File: src/rtl/mogu_wave_ctrl_pkg.sv
// Shared types and constants for the mogu wave scheduler.
// Provides FSM encodings, game-state codes, enemy count and a saturating counter helper.
package mogu_wave_ctrl_pkg;

  localparam int NUM_MOGU = 4;

  localparam logic [3:0] ST_MENU  = 4'b0000;
  localparam logic [3:0] ST_PAUSE = 4'b1010;

  typedef enum logic [1:0] {
    W_IDLE,
    W_SPAWN,
    W_ACTIVE,
    W_CLEAR
  } wave_st_e;

  function automatic logic [7:0] sat_inc8(input logic [7:0] v);
    return (v == 8'hFF) ? v : v + 8'd1;
  endfunction

endpackage

File: src/rtl/mogu_wave_ctrl_if.sv
// Game-side bundle of the mogu wave scheduler.
// master = game FSM/collision side, slave = wave scheduler.
interface mogu_wave_ctrl_if;
  import mogu_wave_ctrl_pkg::*;

  logic [3:0]          state;
  logic                inspire;
  logic [1:0]          seed;
  logic                tick;
  logic [NUM_MOGU-1:0] kill_req;
  logic [NUM_MOGU-1:0] MM;
  logic [NUM_MOGU-1:0] spawn;
  logic [NUM_MOGU-1:0] kill_ack;
  logic [7:0]          wave_num;
  logic                wave_clear;
  logic                busy;

  modport master (
    output state, inspire, seed, tick, kill_req,
    input  MM, spawn, kill_ack, wave_num, wave_clear, busy
  );

  modport slave (
    input  state, inspire, seed, tick, kill_req,
    output MM, spawn, kill_ack, wave_num, wave_clear, busy
  );

endinterface

File: src/rtl/mogu_wave_ctrl_rr_arb4.sv
// 4-way round-robin arbiter: one-hot grant to first request at/after ptr.
// Ports: clk, rst, en (grant enable), req, gnt (combinational one-hot).
module mogu_wave_ctrl_rr_arb4
  import mogu_wave_ctrl_pkg::*;
(
  input  logic                clk,
  input  logic                rst,
  input  logic                en,
  input  logic [NUM_MOGU-1:0] req,
  output logic [NUM_MOGU-1:0] gnt
);

  logic [1:0] ptr_q;
  logic [1:0] ptr_d;
  logic [1:0] cand;
  logic       found;

  always_comb begin
    gnt   = '0;
    ptr_d = ptr_q;
    found = 1'b0;
    cand  = '0;
    for (int k = 0; k < NUM_MOGU; k++) begin
      cand = ptr_q + 2'(k);
      if (en && !found && req[cand]) begin
        found     = 1'b1;
        gnt[cand] = 1'b1;
        ptr_d     = cand + 2'd1;
      end
    end
  end

  always_ff @(posedge clk) begin
    if (rst) begin
      ptr_q <= '0;
    end else begin
      ptr_q <= ptr_d;
    end
  end

endmodule

File: src/rtl/mogu_wave_ctrl.sv
// Mogu wave scheduler: staggered spawns, alive mask, kill retirement, wave clear.
// Ports: clk, rst (sync, high), bus (slave: state/inspire/seed/tick/kill_req in; MM/spawn/kill_ack/wave_num/wave_clear/busy out).
module mogu_wave_ctrl
  import mogu_wave_ctrl_pkg::*;
#(
  parameter int SPAWN_GAP  = 8,
  parameter int CLEAR_HOLD = 32
) (
  input logic             clk,
  input logic             rst,
  mogu_wave_ctrl_if.slave bus
);

  localparam int GW = $clog2(SPAWN_GAP + 1);
  localparam int HW = $clog2(CLEAR_HOLD + 1);
  localparam logic [GW-1:0] GAP_LD  = GW'(SPAWN_GAP);
  localparam logic [HW-1:0] HOLD_LD = HW'(CLEAR_HOLD);

  wave_st_e            fsm_q, fsm_d;
  logic [NUM_MOGU-1:0] mm_q, mm_d;
  logic [NUM_MOGU-1:0] pend_q, pend_d;
  logic [NUM_MOGU-1:0] spawn_q, spawn_d;
  logic [NUM_MOGU-1:0] ack_q;
  logic                clr_q, clr_d;
  logic                busy_q, busy_d;
  logic [7:0]          wnum_q, wnum_d;
  logic [2:0]          idx_q, idx_d;
  logic [2:0]          n_q, n_d;
  logic [GW-1:0]       gap_q, gap_d;
  logic [HW-1:0]       hold_q, hold_d;
  logic                insp_q;

  logic                menu;
  logic                tick_ok;
  logic                trig;
  logic                live;
  logic [NUM_MOGU-1:0] kills;
  logic [NUM_MOGU-1:0] gnt;

  assign menu    = (bus.state == ST_MENU);
  assign tick_ok = bus.tick && (bus.state != ST_PAUSE);
  assign trig    = bus.inspire && !insp_q;
  assign live    = (fsm_q == W_SPAWN) || (fsm_q == W_ACTIVE);
  // Only live, spawned enemies can be killed; a same-cycle spawn is still dead here.
  assign kills   = live ? (bus.kill_req & mm_q) : '0;

  mogu_wave_ctrl_rr_arb4 u_arb (
    .clk (clk),
    .rst (rst),
    .en  (!menu),
    .req (pend_q),
    .gnt (gnt)
  );

  always_comb begin
    fsm_d   = fsm_q;
    mm_d    = mm_q & ~kills;
    pend_d  = (pend_q & ~gnt) | kills;
    spawn_d = '0;
    clr_d   = 1'b0;
    wnum_d  = wnum_q;
    idx_d   = idx_q;
    n_d     = n_q;
    gap_d   = gap_q;
    hold_d  = hold_q;

    unique case (fsm_q)
      W_IDLE: begin
        if (trig && !menu) begin
          n_d    = 3'(bus.seed) + 3'd1;
          idx_d  = '0;
          gap_d  = '0;
          wnum_d = sat_inc8(wnum_q);
          fsm_d  = W_SPAWN;
        end
      end
      W_SPAWN: begin
        if (gap_q == '0) begin
          spawn_d[idx_q[1:0]] = 1'b1;
          mm_d[idx_q[1:0]]    = 1'b1;
          idx_d               = idx_q + 3'd1;
          gap_d               = GAP_LD;
          if (idx_q == n_q - 3'd1) begin
            fsm_d = W_ACTIVE;
          end
        end else if (tick_ok) begin
          gap_d = gap_q - 1'b1;
        end
      end
      W_ACTIVE: begin
        if (mm_q == '0 && pend_q == '0) begin
          fsm_d  = W_CLEAR;
          clr_d  = 1'b1;
          hold_d = HOLD_LD;
        end
      end
      W_CLEAR: begin
        if (hold_q == '0) begin
          fsm_d = W_IDLE;
        end else if (tick_ok) begin
          hold_d = hold_q - 1'b1;
        end
      end
    endcase

    // Menu aborts the wave outright; the arbiter is gated so no score leaks out.
    if (menu) begin
      fsm_d   = W_IDLE;
      mm_d    = '0;
      pend_d  = '0;
      idx_d   = '0;
      spawn_d = '0;
      clr_d   = 1'b0;
    end

    busy_d = (fsm_d != W_IDLE);
  end

  always_ff @(posedge clk) begin
    if (rst) begin
      fsm_q   <= W_IDLE;
      mm_q    <= '0;
      pend_q  <= '0;
      spawn_q <= '0;
      ack_q   <= '0;
      clr_q   <= 1'b0;
      busy_q  <= 1'b0;
      wnum_q  <= '0;
      idx_q   <= '0;
      n_q     <= '0;
      gap_q   <= '0;
      hold_q  <= '0;
      insp_q  <= 1'b0;
    end else begin
      fsm_q   <= fsm_d;
      mm_q    <= mm_d;
      pend_q  <= pend_d;
      spawn_q <= spawn_d;
      ack_q   <= gnt;
      clr_q   <= clr_d;
      busy_q  <= busy_d;
      wnum_q  <= wnum_d;
      idx_q   <= idx_d;
      n_q     <= n_d;
      gap_q   <= gap_d;
      hold_q  <= hold_d;
      insp_q  <= bus.inspire;
    end
  end

  assign bus.MM         = mm_q;
  assign bus.spawn      = spawn_q;
  assign bus.kill_ack   = ack_q;
  assign bus.wave_num   = wnum_q;
  assign bus.wave_clear = clr_q;
  assign bus.busy       = busy_q;

endmodule

File: src/flat_wrapper.sv
// flat-port wrapper written by rule: the top's interface ports become plain ports
module mogu_wave_ctrl_flat import mogu_wave_ctrl_pkg::*;
#(
  parameter int SPAWN_GAP  = 8,
  parameter int CLEAR_HOLD = 32
)
  (clk, rst, bus_state, bus_inspire, bus_seed, bus_tick, bus_kill_req, bus_MM, bus_spawn, bus_kill_ack, bus_wave_num, bus_wave_clear, bus_busy);
  mogu_wave_ctrl_if bus_i ();
  input logic clk;
  input logic rst;
  input wire logic [$bits(bus_i.state)-1:0] bus_state;
  input wire logic [$bits(bus_i.inspire)-1:0] bus_inspire;
  input wire logic [$bits(bus_i.seed)-1:0] bus_seed;
  input wire logic [$bits(bus_i.tick)-1:0] bus_tick;
  input wire logic [$bits(bus_i.kill_req)-1:0] bus_kill_req;
  output wire logic [$bits(bus_i.MM)-1:0] bus_MM;
  output wire logic [$bits(bus_i.spawn)-1:0] bus_spawn;
  output wire logic [$bits(bus_i.kill_ack)-1:0] bus_kill_ack;
  output wire logic [$bits(bus_i.wave_num)-1:0] bus_wave_num;
  output wire logic [$bits(bus_i.wave_clear)-1:0] bus_wave_clear;
  output wire logic [$bits(bus_i.busy)-1:0] bus_busy;
  assign bus_i.state = bus_state;
  assign bus_i.inspire = bus_inspire;
  assign bus_i.seed = bus_seed;
  assign bus_i.tick = bus_tick;
  assign bus_i.kill_req = bus_kill_req;
  assign bus_MM = bus_i.MM;
  assign bus_spawn = bus_i.spawn;
  assign bus_kill_ack = bus_i.kill_ack;
  assign bus_wave_num = bus_i.wave_num;
  assign bus_wave_clear = bus_i.wave_clear;
  assign bus_busy = bus_i.busy;
  mogu_wave_ctrl #(.SPAWN_GAP(SPAWN_GAP), .CLEAR_HOLD(CLEAR_HOLD)) u_core (.clk(clk), .rst(rst), .bus(bus_i));
endmodule
File: config.mk
export PLATFORM = sky130hd
export DESIGN_NAME = mogu_wave_ctrl_flat
export DESIGN_NICKNAME = d
export VERILOG_FILES = /design/src/rtl/mogu_wave_ctrl_pkg.sv /design/src/rtl/mogu_wave_ctrl_if.sv /design/src/rtl/mogu_wave_ctrl_rr_arb4.sv /design/src/rtl/mogu_wave_ctrl.sv /design/src/flat_wrapper.sv
export SDC_FILE = /design/constraint.sdc
export NUM_CORES = 1
export LEC_CHECK = 0
export ABC_AREA = 1
export BUFFER_PORTS_ARGS = -buffer_cell sky130_fd_sc_hd__buf_2
export CAP_MARGIN = 20
export CORE_ASPECT_RATIO = 1.5
export CORE_MARGIN = 1
export CORE_UTILIZATION = 35
export CTS_BUF_LIST = sky130_fd_sc_hd__clkbuf_4 sky130_fd_sc_hd__clkbuf_8
export DETAILED_ROUTE_END_ITERATION = 10
export GPL_TIMING_DRIVEN = 0
export PLACE_DENSITY_LB_ADDON = 0.1
export SLEW_MARGIN = 15
export SYNTH_ARGS = -nofsm -noshare
export SYNTH_HDL_FRONTEND = slang
export SYNTH_SLANG_ARGS = --single-unit
File: constraint.sdc
create_clock -name clk -period 2.7 [get_ports clk]
set_input_delay 0.81 -clock clk [delete_from_list [all_inputs] [get_ports clk]]
set_output_delay 0.81 -clock clk [all_outputs]
set_load 0.05 [all_outputs]
==> results.ini <==
[placement]
hpwlAfterDp_mm = 5.11
io_buffers = 35
finalWeightedCongestion = 0.865

[floorplanning]
die_y_um = 111
rows = 39
chipWidth_um = 74.4
ios = 36
die-area_um2 = 8230
floorplan.initialDensity_pct = 36.1
core_area_um2 = 7610

[synthesis]
synth_cell_types = 32
synth_seq_cells = 47
synthCells = 381
synth.avg_cell_area_um2 = 7.22
yosysWarningCount = 0
synth_edf_count = 0
synth_seq_area_share_pct = 34.2
async_reset_ff_share_pct = 0
ys.flop_type = dfxtp_1
synth_most_common_cell = nand2_1
synth_area_leaders = dfxtp_1 34%, nand2_1 11%, ha_1 9.5%, inv_1 6.0%, nand3_1 5.6%
synth.largest_area_cell = dfxtp_1
syn_area_um2 = 2750
synth_nets = 416
synth_commonest_cells = 84 x nand2_1, 47 x dfxtp_1, 44 x inv_1
synth.top_cell.area_share_pct = 34.2

[detailed_routing]
viasPerCell = 4.85
drt-total-wl_mm = 6.55
drtAntennaViolNets = 0
drt_pass1_iterations = 4
routedWlPerCell_um = 12.5
dr_total_vias = 2550
drc = 0
drt-initial-drc-count = 74

[critical_path]
cp_top_family = simple AND/OR/NAND/NOR gates
critical_path_buf_inv_count = 2
crit_path_cell_trace = inv_2 > ha_1 > inv_1 > nand3_4 > nand2_2 > nand3_4 > nor2_8 > nand2_1 > nand4_1 > a21oi_1
reg2reg_from = u_core.u_arb.ptr_q[0]
path_common_cell = nand3_4
cp_max_fo = 9
worst_ep_arrival_time_ns = 2.45
max_stage_delay_ns = 0.56
slowest_stage = dfxtp_1
end_kind = register
critPathKind = register to register
setup.worst_path.start = u_core.u_arb.ptr_q[0]
cp.required_ns = 2.89
critPathLaunchType = register

[global_routing]
overflow = 0
grt_pass1_vias = 2438
grt_antenna_before_repair = 0
grt_max_degree = 14
grt_pass1_wl_mm = 11.3
grtUsageTotal_pct = 17.7

[power_and_ir_drop]
p_per_area_nw_per_um2 = 721
ir_drop_uv = 442
p_leak_uw = 0.00150

[final_layout]
fin_nets = 458
nFillCells = 833
areaGrowthSynthToFinish_pct = 14.2
regArea_um2 = 941
diodes = 0
final_layout_size_suffix_gt1_share_pct = 17.5
multiInputGateArea_um2 = 1610

[sta]
whs_ns = 0.467
hold_violations = 0
setup_tns_ns = 0
max_slew_margin_pct = 68.2
rsz0062_at_grt = false
finClkSkew_ns = 0.0101
clock.fmax_mhz = 441
finalCritPeriodShare_pct = 83.9
min_period_ns = 2.27
setup_violations = 0
tightest_slew_ns = 0.478
maxSlewViolCount = 0

[flow_run]
maxCapViolCount = 0

[clock_network]
cts_made_buffers = 5
ctsHoldBuffers = 0
cts_root_buf = clkbuf_8
cts_sinks = 47
clk_path_buf_depth = 2
tritoncts = built
clkTransAtPathRegs_ns = 0.09
cts_setup_buffers = 0
cts_resized = 0
clkLatencyLatePin_ns = 0.31
htreeDepth = 2

[min_path]
hp-class = register to register
worstHoldStart = u_core.n_q[1]

[status]
status = finished clean

report_power, final:
part | total, µW | internal, µW | switching, µW
registers | 813 | 754 | 58.6
logic | 1010 | 328 | 680
clock network | 445 | 202 | 243
total | 2270 | 1290 | 981
final cells by class:
class | instances | area share, %
Multi-Input combinational cell | 281 | 51.1
Timing Repair Buffer | 35 | 5.57
Clock buffer | 7 | 2.67
Tap cell | 102 | 4.06
Inverter | 49 | 5.85
Clock inverter | 1 | 0.159
Sequential cell | 47 | 29.9
Buffer | 4 | 0.637
cells in the final DEF, fill, tap and decap left out, types with 3 or more instances in the layout:
cell,Yosys,routed
a21oi_1,26,26
buf_2,1,36
clkbuf_8,0,5
dfxtp_1,47,47
ha_1,21,21
inv_1,44,44
inv_2,5,5
nand2_1,84,84
nand2_2,6,6
nand3_1,31,31
nand3_2,3,3
nand3_4,3,3
nand4_1,11,11
nor2_1,38,38
nor3_1,13,13
o21ai_0,16,16
xnor2_1,6,6
xor2_1,5,5
state kept, by name, indices dropped and copies added, names as in the netlist, 2 cells and up:
name	count
u_core.bus.wave_num	8
u_core.hold_q	6
u_core.bus.MM	4
u_core.bus.kill_ack	4
u_core.bus.spawn	4
u_core.gap_q	4
u_core.pend_q	4
u_core.idx_q	3
u_core.n_q	3
u_core.fsm_q	2
u_core.u_arb.ptr_q	2
final timing paths:
kind	cells after the start	end	slack (ns)
worst min-delay path	2	u_core.n_q[1]	0.47
worst min register to register	2	u_core.n_q[1]	0.47
worst max-delay path	10	u_core.pend_q[1]	0.43
worst max register to register	10	u_core.pend_q[1]	0.43
worst register-to-register path, stage by stage (launching register included):
cell     delay (ns)
dfxtp_1        0.56
inv_2          0.19
ha_1           0.41
inv_1          0.14
nand3_4        0.11
nand2_2        0.11
nand3_4        0.13
nor2_8         0.19
nand2_1        0.09
nand4_1        0.14
a21oi_1        0.08
metrics by stage:
stage	total power, µW	util, %	area [µm²]	instances	setup WS, ns
6_report	2270	41.3	3140	526	0.434
5_1_grt	2450	41.3	3140	526	0.271
3_3_place_gp	1840	40.1	3050	518	0.404
3_5_place_dp	1840	40.1	3050	518	0.409
2_1_floorplan	1640	-	2750	381	0.780
4_1_cts	2300	41.3	3140	526	0.405
layer usage:
| layer | vias to the layer above | wire (µm) | part of all wire (%) | GRT usage [%] |
|---|---|---|---|---|
| met5 | - | 0 | 0 | 0 |
| met4 | 0 | 98 | 1.5 | 6.16 |
| met3 | 7 | 141 | 2.2 | 3.65 |
| met2 | 30 | 3680 | 56 | 32.7 |
| met1 | 1182 | 2640 | 40 | 19.0 |
| li1 | 1331 | - | - | - |
logic make-up after synthesis:
kind of cell	share of synthesized area [%]
compound gates	9.32
fa+ha+maj	9.55
flops	34.2
simple gates	36.0
buf+inv	7.41
xor+xnor	3.50
Note: power is estimated with default switching activity, not from simulation.
